$ cat src/rtl/tl_client_port_if.sv
// TileLink A-E channel bundle between a client port (master) and a responder (slave).
interface tl_client_port_if;
    logic        a_valid;
    logic        a_ready;
    logic [2:0]  a_opcode;
    logic [2:0]  a_param;
    logic [3:0]  a_size;
    logic [3:0]  a_source;
    logic [31:0] a_address;
    logic [7:0]  a_mask;
    logic [63:0] a_data;

    logic        b_valid;
    logic        b_ready;

    logic        c_valid;
    logic        c_ready;
    logic [2:0]  c_opcode;
    logic [2:0]  c_param;
    logic [3:0]  c_size;
    logic [3:0]  c_source;
    logic [31:0] c_address;
    logic [63:0] c_data;

    logic        d_valid;
    logic        d_ready;
    logic [2:0]  d_opcode;
    logic [1:0]  d_param;
    logic [3:0]  d_size;
    logic [3:0]  d_source;
    logic [2:0]  d_sink;
    logic [63:0] d_data;
    logic        d_error;

    logic        e_valid;
    logic        e_ready;
    logic [2:0]  e_sink;

    modport master (
        output a_valid, a_opcode, a_param, a_size, a_source, a_address, a_mask, a_data,
        input  a_ready,
        input  b_valid,
        output b_ready,
        output c_valid, c_opcode, c_param, c_size, c_source, c_address, c_data,
        input  c_ready,
        input  d_valid, d_opcode, d_param, d_size, d_source, d_sink, d_data, d_error,
        output d_ready,
        output e_valid, e_sink,
        input  e_ready
    );

    modport slave (
        input  a_valid, a_opcode, a_param, a_size, a_source, a_address, a_mask, a_data,
        output a_ready,
        output b_valid,
        input  b_ready,
        input  c_valid, c_opcode, c_param, c_size, c_source, c_address, c_data,
        output c_ready,
        output d_valid, d_opcode, d_param, d_size, d_source, d_sink, d_data, d_error,
        input  d_ready,
        input  e_valid, e_sink,
        output e_ready
    );
endinterface

$ cat src/rtl/tl_client_port.sv
// TileLink client port: one outstanding Get/PutFullData/AcquireBlock/Release at a time,
// D-channel beats returned one per cycle on a registered response port.
module tl_client_port #(
    parameter logic [3:0]  SOURCE_ID = 4'h0,
    parameter logic [15:0] TIMEOUT   = 16'd1024
) (
    input  logic        clock,
    input  logic        reset_n,

    input  logic        cmd_valid,
    output logic        cmd_ready,
    input  logic [1:0]  cmd_op,
    input  logic [31:0] cmd_addr,
    input  logic [3:0]  cmd_size,
    input  logic [7:0]  cmd_mask,
    input  logic [63:0] cmd_data,

    tl_client_port_if.master tl,

    output logic        rsp_valid,
    output logic [63:0] rsp_data,
    output logic        rsp_last,
    output logic        rsp_error
);

    localparam logic [1:0]  OP_GET     = 2'd0;
    localparam logic [1:0]  OP_PUT     = 2'd1;
    localparam logic [1:0]  OP_ACQUIRE = 2'd2;
    localparam logic [1:0]  OP_RELEASE = 2'd3;
    localparam logic [15:0] TIMER_LAST = TIMEOUT - 16'd1;

    typedef enum logic [2:0] {
        IDLE,
        SEND_A,
        SEND_C,
        WAIT_D,
        SEND_E
    } state_t;

    state_t      r_state;
    state_t      w_nextState;

    logic [1:0]  r_op;
    logic [31:0] r_addr;
    logic [3:0]  r_size;
    logic [7:0]  r_mask;
    logic [63:0] r_data;
    logic [7:0]  r_beatCnt;
    logic [15:0] r_timer;
    logic [2:0]  r_sink;

    logic        r_rspValid;
    logic [63:0] r_rspData;
    logic        r_rspLast;
    logic        r_rspError;

    logic        w_accept;
    logic        w_aFire;
    logic        w_cFire;
    logic        w_dFire;
    logic        w_eFire;
    logic        w_opOk;
    logic        w_violation;
    logic        w_multiBeat;
    logic [2:0]  w_shift;
    logic [7:0]  w_lastIdx;
    logic        w_lastBeat;
    logic        w_busy;
    logic        w_timeout;
    logic        w_unused;

    assign w_accept = cmd_valid && (r_state == IDLE);
    assign w_aFire  = (r_state == SEND_A) && tl.a_ready;
    assign w_cFire  = (r_state == SEND_C) && tl.c_ready;
    assign w_dFire  = (r_state == WAIT_D) && tl.d_valid;
    assign w_eFire  = (r_state == SEND_E) && tl.e_ready;
    assign w_busy   = (r_state != IDLE);

    // Only the response opcodes legal for the outstanding command are accepted.
    always_comb begin
        w_opOk = 1'b0;
        case (r_op)
            OP_GET:     w_opOk = (tl.d_opcode == 3'd1);
            OP_PUT:     w_opOk = (tl.d_opcode == 3'd0);
            OP_ACQUIRE: w_opOk = (tl.d_opcode == 3'd5) || (tl.d_opcode == 3'd4);
            OP_RELEASE: w_opOk = (tl.d_opcode == 3'd6);
            default:    w_opOk = 1'b0;
        endcase
    end

    assign w_violation = w_dFire && ((tl.d_source != SOURCE_ID) || !w_opOk);
    assign w_multiBeat = (r_op == OP_GET) || ((r_op == OP_ACQUIRE) && (tl.d_opcode == 3'd5));
    assign w_shift     = 3'(r_size - 4'd3);

    // Bursts beyond 256 beats saturate the 8-bit beat index.
    always_comb begin
        w_lastIdx = 8'd0;
        if (r_size < 4'd3) begin
            w_lastIdx = 8'd0;
        end else if (r_size > 4'd10) begin
            w_lastIdx = 8'hFF;
        end else begin
            w_lastIdx = (8'd1 << w_shift) - 8'd1;
        end
    end

    assign w_lastBeat = !w_multiBeat || (r_beatCnt == w_lastIdx);
    assign w_timeout  = w_busy && !(w_aFire || w_cFire || w_dFire || w_eFire) && (r_timer == TIMER_LAST);

    always_ff @(posedge clock or negedge reset_n) begin
        if (!reset_n) begin
            r_state <= IDLE;
        end else begin
            r_state <= w_nextState;
        end
    end

    always_comb begin
        w_nextState = r_state;
        case (r_state)
            IDLE: begin
                if (cmd_valid) begin
                    w_nextState = (cmd_op == OP_RELEASE) ? SEND_C : SEND_A;
                end
            end
            SEND_A: begin
                if (tl.a_ready) begin
                    w_nextState = WAIT_D;
                end
            end
            SEND_C: begin
                if (tl.c_ready) begin
                    w_nextState = WAIT_D;
                end
            end
            WAIT_D: begin
                if (tl.d_valid) begin
                    if (w_violation) begin
                        w_nextState = IDLE;
                    end else if (w_lastBeat) begin
                        w_nextState = (r_op == OP_ACQUIRE) ? SEND_E : IDLE;
                    end
                end
            end
            SEND_E: begin
                if (tl.e_ready) begin
                    w_nextState = IDLE;
                end
            end
            default: w_nextState = IDLE;
        endcase
        if (w_timeout) begin
            w_nextState = IDLE;
        end
    end

    always_ff @(posedge clock or negedge reset_n) begin
        if (!reset_n) begin
            r_op   <= 2'd0;
            r_addr <= 32'd0;
            r_size <= 4'd0;
            r_mask <= 8'd0;
            r_data <= 64'd0;
        end else if (w_accept) begin
            r_op   <= cmd_op;
            r_addr <= cmd_addr;
            r_size <= cmd_size;
            r_mask <= cmd_mask;
            r_data <= cmd_data;
        end
    end

    always_ff @(posedge clock or negedge reset_n) begin
        if (!reset_n) begin
            r_beatCnt <= 8'd0;
            r_timer   <= 16'd0;
            r_sink    <= 3'd0;
        end else begin
            if (w_accept) begin
                r_beatCnt <= 8'd0;
            end else if (w_dFire) begin
                r_beatCnt <= r_beatCnt + 8'd1;
            end
            if (!w_busy || (w_nextState != r_state) || w_dFire) begin
                r_timer <= 16'd0;
            end else begin
                r_timer <= r_timer + 16'd1;
            end
            if (w_dFire && w_lastBeat && !w_violation && (r_op == OP_ACQUIRE)) begin
                r_sink <= tl.d_sink;
            end
        end
    end

    // A timeout produces a data-less error beat that also closes the transaction.
    always_ff @(posedge clock or negedge reset_n) begin
        if (!reset_n) begin
            r_rspValid <= 1'b0;
            r_rspData  <= 64'd0;
            r_rspLast  <= 1'b0;
            r_rspError <= 1'b0;
        end else begin
            r_rspValid <= w_dFire || w_timeout;
            r_rspLast  <= w_timeout || (w_dFire && (w_lastBeat || w_violation));
            r_rspError <= w_timeout || (w_dFire && (tl.d_error || w_violation));
            if (w_timeout) begin
                r_rspData <= 64'd0;
            end else if (w_dFire) begin
                r_rspData <= tl.d_data;
            end
        end
    end

    assign cmd_ready    = (r_state == IDLE);

    assign tl.a_valid   = (r_state == SEND_A);
    assign tl.a_opcode  = (r_op == OP_PUT) ? 3'd0 : ((r_op == OP_ACQUIRE) ? 3'd6 : 3'd4);
    assign tl.a_param   = (r_op == OP_ACQUIRE) ? 3'd1 : 3'd0;
    assign tl.a_size    = r_size;
    assign tl.a_source  = SOURCE_ID;
    assign tl.a_address = r_addr;
    assign tl.a_mask    = (r_op == OP_PUT) ? r_mask : 8'hFF;
    assign tl.a_data    = (r_op == OP_PUT) ? r_data : 64'd0;

    assign tl.b_ready   = 1'b1;

    assign tl.c_valid   = (r_state == SEND_C);
    assign tl.c_opcode  = 3'd6;
    assign tl.c_param   = 3'd1;
    assign tl.c_size    = r_size;
    assign tl.c_source  = SOURCE_ID;
    assign tl.c_address = r_addr;
    assign tl.c_data    = 64'd0;

    assign tl.d_ready   = (r_state == WAIT_D);

    assign tl.e_valid   = (r_state == SEND_E);
    assign tl.e_sink    = r_sink;

    assign rsp_valid    = r_rspValid;
    assign rsp_data     = r_rspData;
    assign rsp_last     = r_rspLast;
    assign rsp_error    = r_rspError;

    assign w_unused = &{1'b0, tl.b_valid, tl.d_param, tl.d_size};

endmodule
$ cat src/flat_wrapper.sv
// flat-port wrapper written by rule: the top's interface ports become plain ports
module tl_client_port_flat 
#(
    parameter logic [3:0]  SOURCE_ID = 4'h0,
    parameter logic [15:0] TIMEOUT   = 16'd1024
)
  (clock, reset_n, cmd_valid, cmd_ready, cmd_op, cmd_addr, cmd_size, cmd_mask, cmd_data, rsp_valid, rsp_data, rsp_last, rsp_error, tl_a_valid, tl_a_opcode, tl_a_param, tl_a_size, tl_a_source, tl_a_address, tl_a_mask, tl_a_data, tl_a_ready, tl_b_valid, tl_b_ready, tl_c_valid, tl_c_opcode, tl_c_param, tl_c_size, tl_c_source, tl_c_address, tl_c_data, tl_c_ready, tl_d_valid, tl_d_opcode, tl_d_param, tl_d_size, tl_d_source, tl_d_sink, tl_d_data, tl_d_error, tl_d_ready, tl_e_valid, tl_e_sink, tl_e_ready);
  tl_client_port_if tl_i ();
  input  logic clock;
  input  logic reset_n;
  input  logic cmd_valid;
  output logic cmd_ready;
  input  logic [1:0] cmd_op;
  input  logic [31:0] cmd_addr;
  input  logic [3:0] cmd_size;
  input  logic [7:0] cmd_mask;
  input  logic [63:0] cmd_data;
  output logic rsp_valid;
  output logic [63:0] rsp_data;
  output logic rsp_last;
  output logic rsp_error;
  output wire logic [$bits(tl_i.a_valid)-1:0] tl_a_valid;
  output wire logic [$bits(tl_i.a_opcode)-1:0] tl_a_opcode;
  output wire logic [$bits(tl_i.a_param)-1:0] tl_a_param;
  output wire logic [$bits(tl_i.a_size)-1:0] tl_a_size;
  output wire logic [$bits(tl_i.a_source)-1:0] tl_a_source;
  output wire logic [$bits(tl_i.a_address)-1:0] tl_a_address;
  output wire logic [$bits(tl_i.a_mask)-1:0] tl_a_mask;
  output wire logic [$bits(tl_i.a_data)-1:0] tl_a_data;
  input wire logic [$bits(tl_i.a_ready)-1:0] tl_a_ready;
  input wire logic [$bits(tl_i.b_valid)-1:0] tl_b_valid;
  output wire logic [$bits(tl_i.b_ready)-1:0] tl_b_ready;
  output wire logic [$bits(tl_i.c_valid)-1:0] tl_c_valid;
  output wire logic [$bits(tl_i.c_opcode)-1:0] tl_c_opcode;
  output wire logic [$bits(tl_i.c_param)-1:0] tl_c_param;
  output wire logic [$bits(tl_i.c_size)-1:0] tl_c_size;
  output wire logic [$bits(tl_i.c_source)-1:0] tl_c_source;
  output wire logic [$bits(tl_i.c_address)-1:0] tl_c_address;
  output wire logic [$bits(tl_i.c_data)-1:0] tl_c_data;
  input wire logic [$bits(tl_i.c_ready)-1:0] tl_c_ready;
  input wire logic [$bits(tl_i.d_valid)-1:0] tl_d_valid;
  input wire logic [$bits(tl_i.d_opcode)-1:0] tl_d_opcode;
  input wire logic [$bits(tl_i.d_param)-1:0] tl_d_param;
  input wire logic [$bits(tl_i.d_size)-1:0] tl_d_size;
  input wire logic [$bits(tl_i.d_source)-1:0] tl_d_source;
  input wire logic [$bits(tl_i.d_sink)-1:0] tl_d_sink;
  input wire logic [$bits(tl_i.d_data)-1:0] tl_d_data;
  input wire logic [$bits(tl_i.d_error)-1:0] tl_d_error;
  output wire logic [$bits(tl_i.d_ready)-1:0] tl_d_ready;
  output wire logic [$bits(tl_i.e_valid)-1:0] tl_e_valid;
  output wire logic [$bits(tl_i.e_sink)-1:0] tl_e_sink;
  input wire logic [$bits(tl_i.e_ready)-1:0] tl_e_ready;
  assign tl_a_valid = tl_i.a_valid;
  assign tl_a_opcode = tl_i.a_opcode;
  assign tl_a_param = tl_i.a_param;
  assign tl_a_size = tl_i.a_size;
  assign tl_a_source = tl_i.a_source;
  assign tl_a_address = tl_i.a_address;
  assign tl_a_mask = tl_i.a_mask;
  assign tl_a_data = tl_i.a_data;
  assign tl_i.a_ready = tl_a_ready;
  assign tl_i.b_valid = tl_b_valid;
  assign tl_b_ready = tl_i.b_ready;
  assign tl_c_valid = tl_i.c_valid;
  assign tl_c_opcode = tl_i.c_opcode;
  assign tl_c_param = tl_i.c_param;
  assign tl_c_size = tl_i.c_size;
  assign tl_c_source = tl_i.c_source;
  assign tl_c_address = tl_i.c_address;
  assign tl_c_data = tl_i.c_data;
  assign tl_i.c_ready = tl_c_ready;
  assign tl_i.d_valid = tl_d_valid;
  assign tl_i.d_opcode = tl_d_opcode;
  assign tl_i.d_param = tl_d_param;
  assign tl_i.d_size = tl_d_size;
  assign tl_i.d_source = tl_d_source;
  assign tl_i.d_sink = tl_d_sink;
  assign tl_i.d_data = tl_d_data;
  assign tl_i.d_error = tl_d_error;
  assign tl_d_ready = tl_i.d_ready;
  assign tl_e_valid = tl_i.e_valid;
  assign tl_e_sink = tl_i.e_sink;
  assign tl_i.e_ready = tl_e_ready;
  tl_client_port #(.SOURCE_ID(SOURCE_ID), .TIMEOUT(TIMEOUT)) u_core (.clock(clock), .reset_n(reset_n), .cmd_valid(cmd_valid), .cmd_ready(cmd_ready), .cmd_op(cmd_op), .cmd_addr(cmd_addr), .cmd_size(cmd_size), .cmd_mask(cmd_mask), .cmd_data(cmd_data), .tl(tl_i), .rsp_valid(rsp_valid), .rsp_data(rsp_data), .rsp_last(rsp_last), .rsp_error(rsp_error));
endmodule
$ cat config.mk
export PLATFORM = sky130hd
export DESIGN_NAME = tl_client_port_flat
export DESIGN_NICKNAME = d
export VERILOG_FILES = /design/src/rtl/tl_client_port_if.sv /design/src/rtl/tl_client_port.sv /design/src/flat_wrapper.sv
export SDC_FILE = /design/constraint.sdc
export NUM_CORES = 1
export LEC_CHECK = 0
export ABC_AREA = 1
export ABC_CLOCK_PERIOD_IN_PS = 4800
export BUFFER_PORTS_ARGS = -buffer_cell sky130_fd_sc_hd__buf_2
export CORE_AREA = 3 3 195 197
export CTS_CLUSTER_DIAMETER = 200
export DETAILED_ROUTE_END_ITERATION = 6
export DIE_AREA = 0 0 198 200
export PLACE_DENSITY = 0.62
export SYNTH_ARGS = -nofsm -noshare
export SYNTH_HDL_FRONTEND = slang
export SYNTH_SLANG_ARGS = --single-unit
$ cat constraint.sdc
create_clock -name clock -period 4.8 [get_ports clock]
set_input_delay 0.72 -clock clock [delete_from_list [all_inputs] [get_ports clock]]
set_output_delay 0.72 -clock clock [all_outputs]
set_load 0.01 [all_outputs]
# Word level (Yosys, flattened, before mapping)
# Index checks and enable logic that the tools add are counted.
# totals
ff_bits,207
inputBits,199
output_inout_bits,304
elab_cells,99
# classes
addsub,4
order_cmp,2
eq_ne,15
shifts,1
n_mux,24
n_reduce_logical,40
# ops
op,count
$mux 64,3
$mux 8,5
$mux 3,10
$add 16x1->16 const B,1
$eq 16x10->1 const B,1
$mux 16,1
$pmux 3 s5,1
$logic_and 1x1->1,14
$logic_or 1x1->1,14
$eq 3x3->1 const B,4
$add 8x1->8 const B,1
$eq 8x8->1,1
$shl 1x3->8 const A,1
$sub 8x1->8 const B,1
$eq 2x2->1 const B,3
$eq 3x1->1 const B,2
$eq 3x2->1 const B,2
$logic_not 3->1,2
$logic_not 1->1,5
$gt 4x4->1 const B,1
$lt 4x2->1 const B,1
$mux 2,2
$pmux 1 s4,1
$reduce_bool 2->1,2
other kinds (7),7

# Logic depth before layout (Yosys ltp)
# logic_depth
depth_word,16
depth_mapped,25

# Worst setup path before layout
# No wires, ideal clock.
# synth_path
kind,register -> register
from,"reg u_core.r_size[0], in the netlist u_core.tl.a_size[0]"
to,reg u_core.r_timer[14]
arrival_time_ns,2.763
setup_slack_ns,1.913
path_stages_with_launch,26
n_path_buf,1
path_cell_list,dfrtp_1 > nand2_2 > inv_1 > ha_1 > inv_1 > nand3_1 > ha_1 > inv_1 > nor2_1 > nor3_1 > nor2_1 > nand2_1 > nand2_1 > nand2_1 > nand2_1 > nor2_1 > nand3_1 > nand3_1 > nand2_1 > nand2_1 > nand2_1 > nand2_1 > nand2_1 > nand3_2 > buf_4 > nor3_2
# synth_between
elab_chain_cells,16
elab_cells_between_ends,18
classes_between,add/sub: 2; order compare: 2; eq/ne: 2; shift: 1; mux: 8; reduce/logical: 3
# synth_lines
item,line_no,text
start: declaration,tl_client_port.sv:45,logic [3:0] r_size;
start signal: assignment,tl_client_port.sv:167,r_size <= cmd_size;
$sub 3x2->3,tl_client_port.sv:93,assign w_shift = 3'(r_size - 4'd3);
$shl 1x3->8,tl_client_port.sv:103,w_lastIdx = (8'd1 << w_shift) - 8'd1;
$sub 8x1->8,tl_client_port.sv:103,
$mux 8,tl_client_port.sv:100,end else if (r_size > 4'd10) begin
$mux 8 *,tl_client_port.sv:98,if (r_size < 4'd3) begin
$eq 8x8->1 *,tl_client_port.sv:107,assign w_lastBeat = !w_multiBeat || (r_beatCnt == w_lastIdx);
$logic_or 1x1->1 *,tl_client_port.sv:107,
$mux 3 *,tl_client_port.sv:140,end else if (w_lastBeat) begin
$mux 3 *,tl_client_port.sv:138,if (w_violation) begin
$mux 3 *,tl_client_port.sv:137,if (tl.d_valid) begin
$pmux 3 s5 *,tl_client_port.sv:120,case (r_state)
$mux 3 *,tl_client_port.sv:152,if (w_timeout) begin
$ne 3x3->1 *,tl_client_port.sv:184,if (!w_busy || (w_nextState != r_state) || w_dFire) begin
$logic_or 1x1->1 * (2 in series),tl_client_port.sv:184,
$mux 16 *,tl_client_port.sv:184,
end signal: assignment,tl_client_port.sv:187,r_timer <= r_timer + 16'd1;
end: declaration,tl_client_port.sv:49,logic [15:0] r_timer;
# Mark *: on every way between the ends. The rest lies on a longest branch, timed or not.
# A chain may end at the register's enable or synchronous reset.

# Worst setup path after layout
# layout_path
from,"reg u_core.r_size[0], in the netlist u_core.tl.a_size[0]"
to,reg u_core.r_timer[15]
# Same word-level chain as after synthesis.

==> impl_metrics.py <==
metrics = {
    "timing": {
        "hold_viol": 0,
        "rsz0062_at_grt": "false",
        "clock.fmax_mhz": 273,
        "whs_ps": 202,
        "maxSlewHeadroom": 0.434,
        "drv_slew": 0,
        "fin_worst_skew_ps": 10.5,
        "min_period_over_period": 0.763,
        "setup_violations": 0,
        "worstMarginPinSlew_ps": 849,
        "period_minus_slack_ps": 3660,
        "fin_setup_tns_ps": 0,
        "timing.final.ws_setup_ps": 1140,
    },
    "power_and_ir_drop": {
        "peakVddDrop_v": 0.000368,
        "p_per_area_mw_per_mm2": 631,
        "p_leak_nw": 7.97,
        "power_mw": 8.28,
    },
    "synth": {
        "synth_area_leader_cell": "dfrtp_1",
        "async_flop_share": 1.00,
        "synthTopCellsByArea": "dfrtp_1 50%, nand2_1 21%, buf_4 8.8%, nand3_1 4.5%, inv_1 4.1%",
        "synth_top_area_frac": 0.503,
        "ys_seq_elements": 207,
        "synth_cells": 1308,
        "synth_common_cells": "578 x nand2_1, 207 x dfrtp_1, 120 x buf_4, 113 x inv_1, 93 x nand3_1",
        "yosysMostFrequentCell": "nand2_1",
        "synth_seq_area_share": 0.503,
        "synth_area_sq_mm": 0.0103,
        "synthDistinctLibCells": 32,
        "yosysWarnings": 0,
        "synthFlopType": "dfrtp_1",
        "syn_area_per_cell_sq_um": 7.87,
        "synth-edff-count": 0,
    },
    "floorplanning": {
        "core_sq_mm": 0.0364,
        "die-area_sq_mm": 0.0396,
        "pin_count": 503,
        "die_h_microns": 200,
        "rows": 70,
        "initial_core_util": 0.282,
        "die_w_microns": 198,
    },
    "grt": {
        "grt_usage": 0.143,
        "grt_start_max_net_pins": 106,
        "grt_pass1_wl_mm": 46.4,
        "grt_overflow": 0,
        "grt_pass1_vias": 9091,
        "antenna_found_initial": 0,
    },
    "clock_tree": {
        "cts_tree": "built",
        "cts_hold_buf": 0,
        "clock_sinks": 207,
        "cts-buffers-inserted": 26,
        "clockRootBuffer": "clkbuf_16",
        "ctsHtreeMaxLevel": 1,
        "cts.path.max_buffers": 3,
        "cts.reportedPaths.clkPinSlew_ps": 60,
        "cts_resized": 0,
        "clk_latency_ps": 530,
        "cts_setup_buffers": 0,
    },
    "drt": {
        "via_per_inst": 4.31,
        "post_drt_wl_per_cell_microns": 13.9,
        "final_antenna_net_count": 0,
        "vias": 9269,
        "routed_wl_mm": 29.9,
        "drc": 0,
        "drt_iter0_markers": 347,
        "first_pass_iters": 5,
    },
    "place": {
        "dp.cells": 2103,
        "pre_cts_slack_ps": 1120,
        "dpl_cell_area_sq_mm": 0.0122,
        "place_hpwl_mm": 21.8,
        "place_congestion": 0.823,
        "io_buffers": 413,
    },
    "min_path": {
        "hp-class": "in -> async",
    },
    "flow_run": {
        "cap_viol_max_count": 0,
    },
    "critical_path": {
        "cp_common_cell": "nand2_1",
        "slowest_delay_ps": 460,
        "arrival_ps": 4090,
        "cp_max_fo": 16,
        "path_class": "reg -> reg",
        "slowest_stage": "dfrtp_1",
        "setup.worst_path.end_class": "flip-flop",
        "start_kind": "flip-flop",
        "crit_required_ps": 5230,
        "cp_cell_sequence": "nand2_2 > inv_1 > ha_1 > inv_1 > nand3_1 > ha_1 > inv_1 > nor2_1 > nor3_1 > nor2_1 > nand2_1 > nand2_1 > nand2_1 > nand2_1 > nor2_1 > nand3_1 > nand3_1 > nand2_1 > nand2_1 > nand2_1 > nand3_1 > nand3_2 > nor3_1",
    },
    "cells_and_area": {
        "area_growth_pct": 27.4,
        "drive_gt1_frac": 0.297,
        "antennaDiodeCount": 0,
        "fin_cells": 2149,
        "nets": 1871,
        "final_util": 0.360,
        "finalInstanceArea_sq_mm": 0.0131,
    },
    "run_status": {
        "status": "finished clean",
    },
}
[worst max-delay path: cells and delay by family (launching register included)]
kind,cells,cell delay [ps]
adders and majority gates,2,530
buffers and inverters,3,330
DFF,1,460
and+or+nand+nor,18,2240
[placed cells by master, fill, tap and decap left out, types with 9 or more instances in the layout]
cell type	count
buf_2	412
clkbuf_16	27
conb_1	82
dfrtp_1	207
inv_1	112
nand2_1	577
nand3_1	93
nand4_1	10
nor2_1	24
nor3_1	12
nor3_2	11
o21ai_0	18
or2_2	9
xor2_1	10
[layout make-up]
type	count	area, sq um
clock inverters	8	92.6
clock buffers	38	787
well taps	468	586
repair buffers	422	2160
fillers	3811	23300
inverters	115	433
flip-flops and latches	207	5180
multi-input cells	891	3880
[flip-flops by register name (all words and copies together), names as in the netlist]
register             cells
u_core.r_beatCnt         8
u_core.rsp_data         64
u_core.r_op              2
u_core.rsp_valid         1
u_core.r_timer          16
u_core.rsp_error         1
u_core.rsp_last          1
u_core.r_state           3
u_core.tl.a_address     32
u_core.tl.a_size         4
u_core.tl.e_sink         3
u_core.r_data           64
u_core.r_mask            8
[worst paths after layout]
check | start | endpoint | slack (ps) | cells after the start
worst min-delay path | reset_n | u_core.tl.a_address[18] | 200 | 1
worst min register to register | u_core.r_mask[2] | u_core.r_mask[2] | 460 | 2
max in group asynchronous | reset_n | u_core.rsp_data[48] | 3580 | 2
worst max register to register | u_core.tl.a_size[0] | u_core.r_timer[15] | 1140 | 23
worst max-delay path | u_core.tl.a_size[0] | u_core.r_timer[15] | 1140 | 23
min in group clock | tl_d_data[9] | u_core.rsp_data[9] | 390 | 3
[cells by family (layout without fill, tap and decap cells)]
family          Yosys count  in the layout  share of synthesized area
compound gates           32             32                     0.0176
xor+xnor                 13             13                     0.0111
fa+ha+maj                 9              9                     0.0109
buf+inv                 290            583                      0.150
flops                   207            207                      0.503
mux                       3              3                    0.00328
other cells               2             82                   0.000730
simple gates            752            752                      0.303
[routing by layer]
metal  part of all wire  GRT usage  vias up
met5                  0          0        -
met4              0.015     0.0349        0
met3              0.097     0.0450       28
met2               0.47      0.244      375
met1               0.41      0.178     4356
li1                   -          -     4510
[power by group]
group / switching [mW] / internal (mW)
Combinational: 2.16 / 1.22
Clock: 0.759 / 1.23
Sequential: 0.439 / 2.47
Total: 3.36 / 4.92
Power figures use the tool's default switching activity.
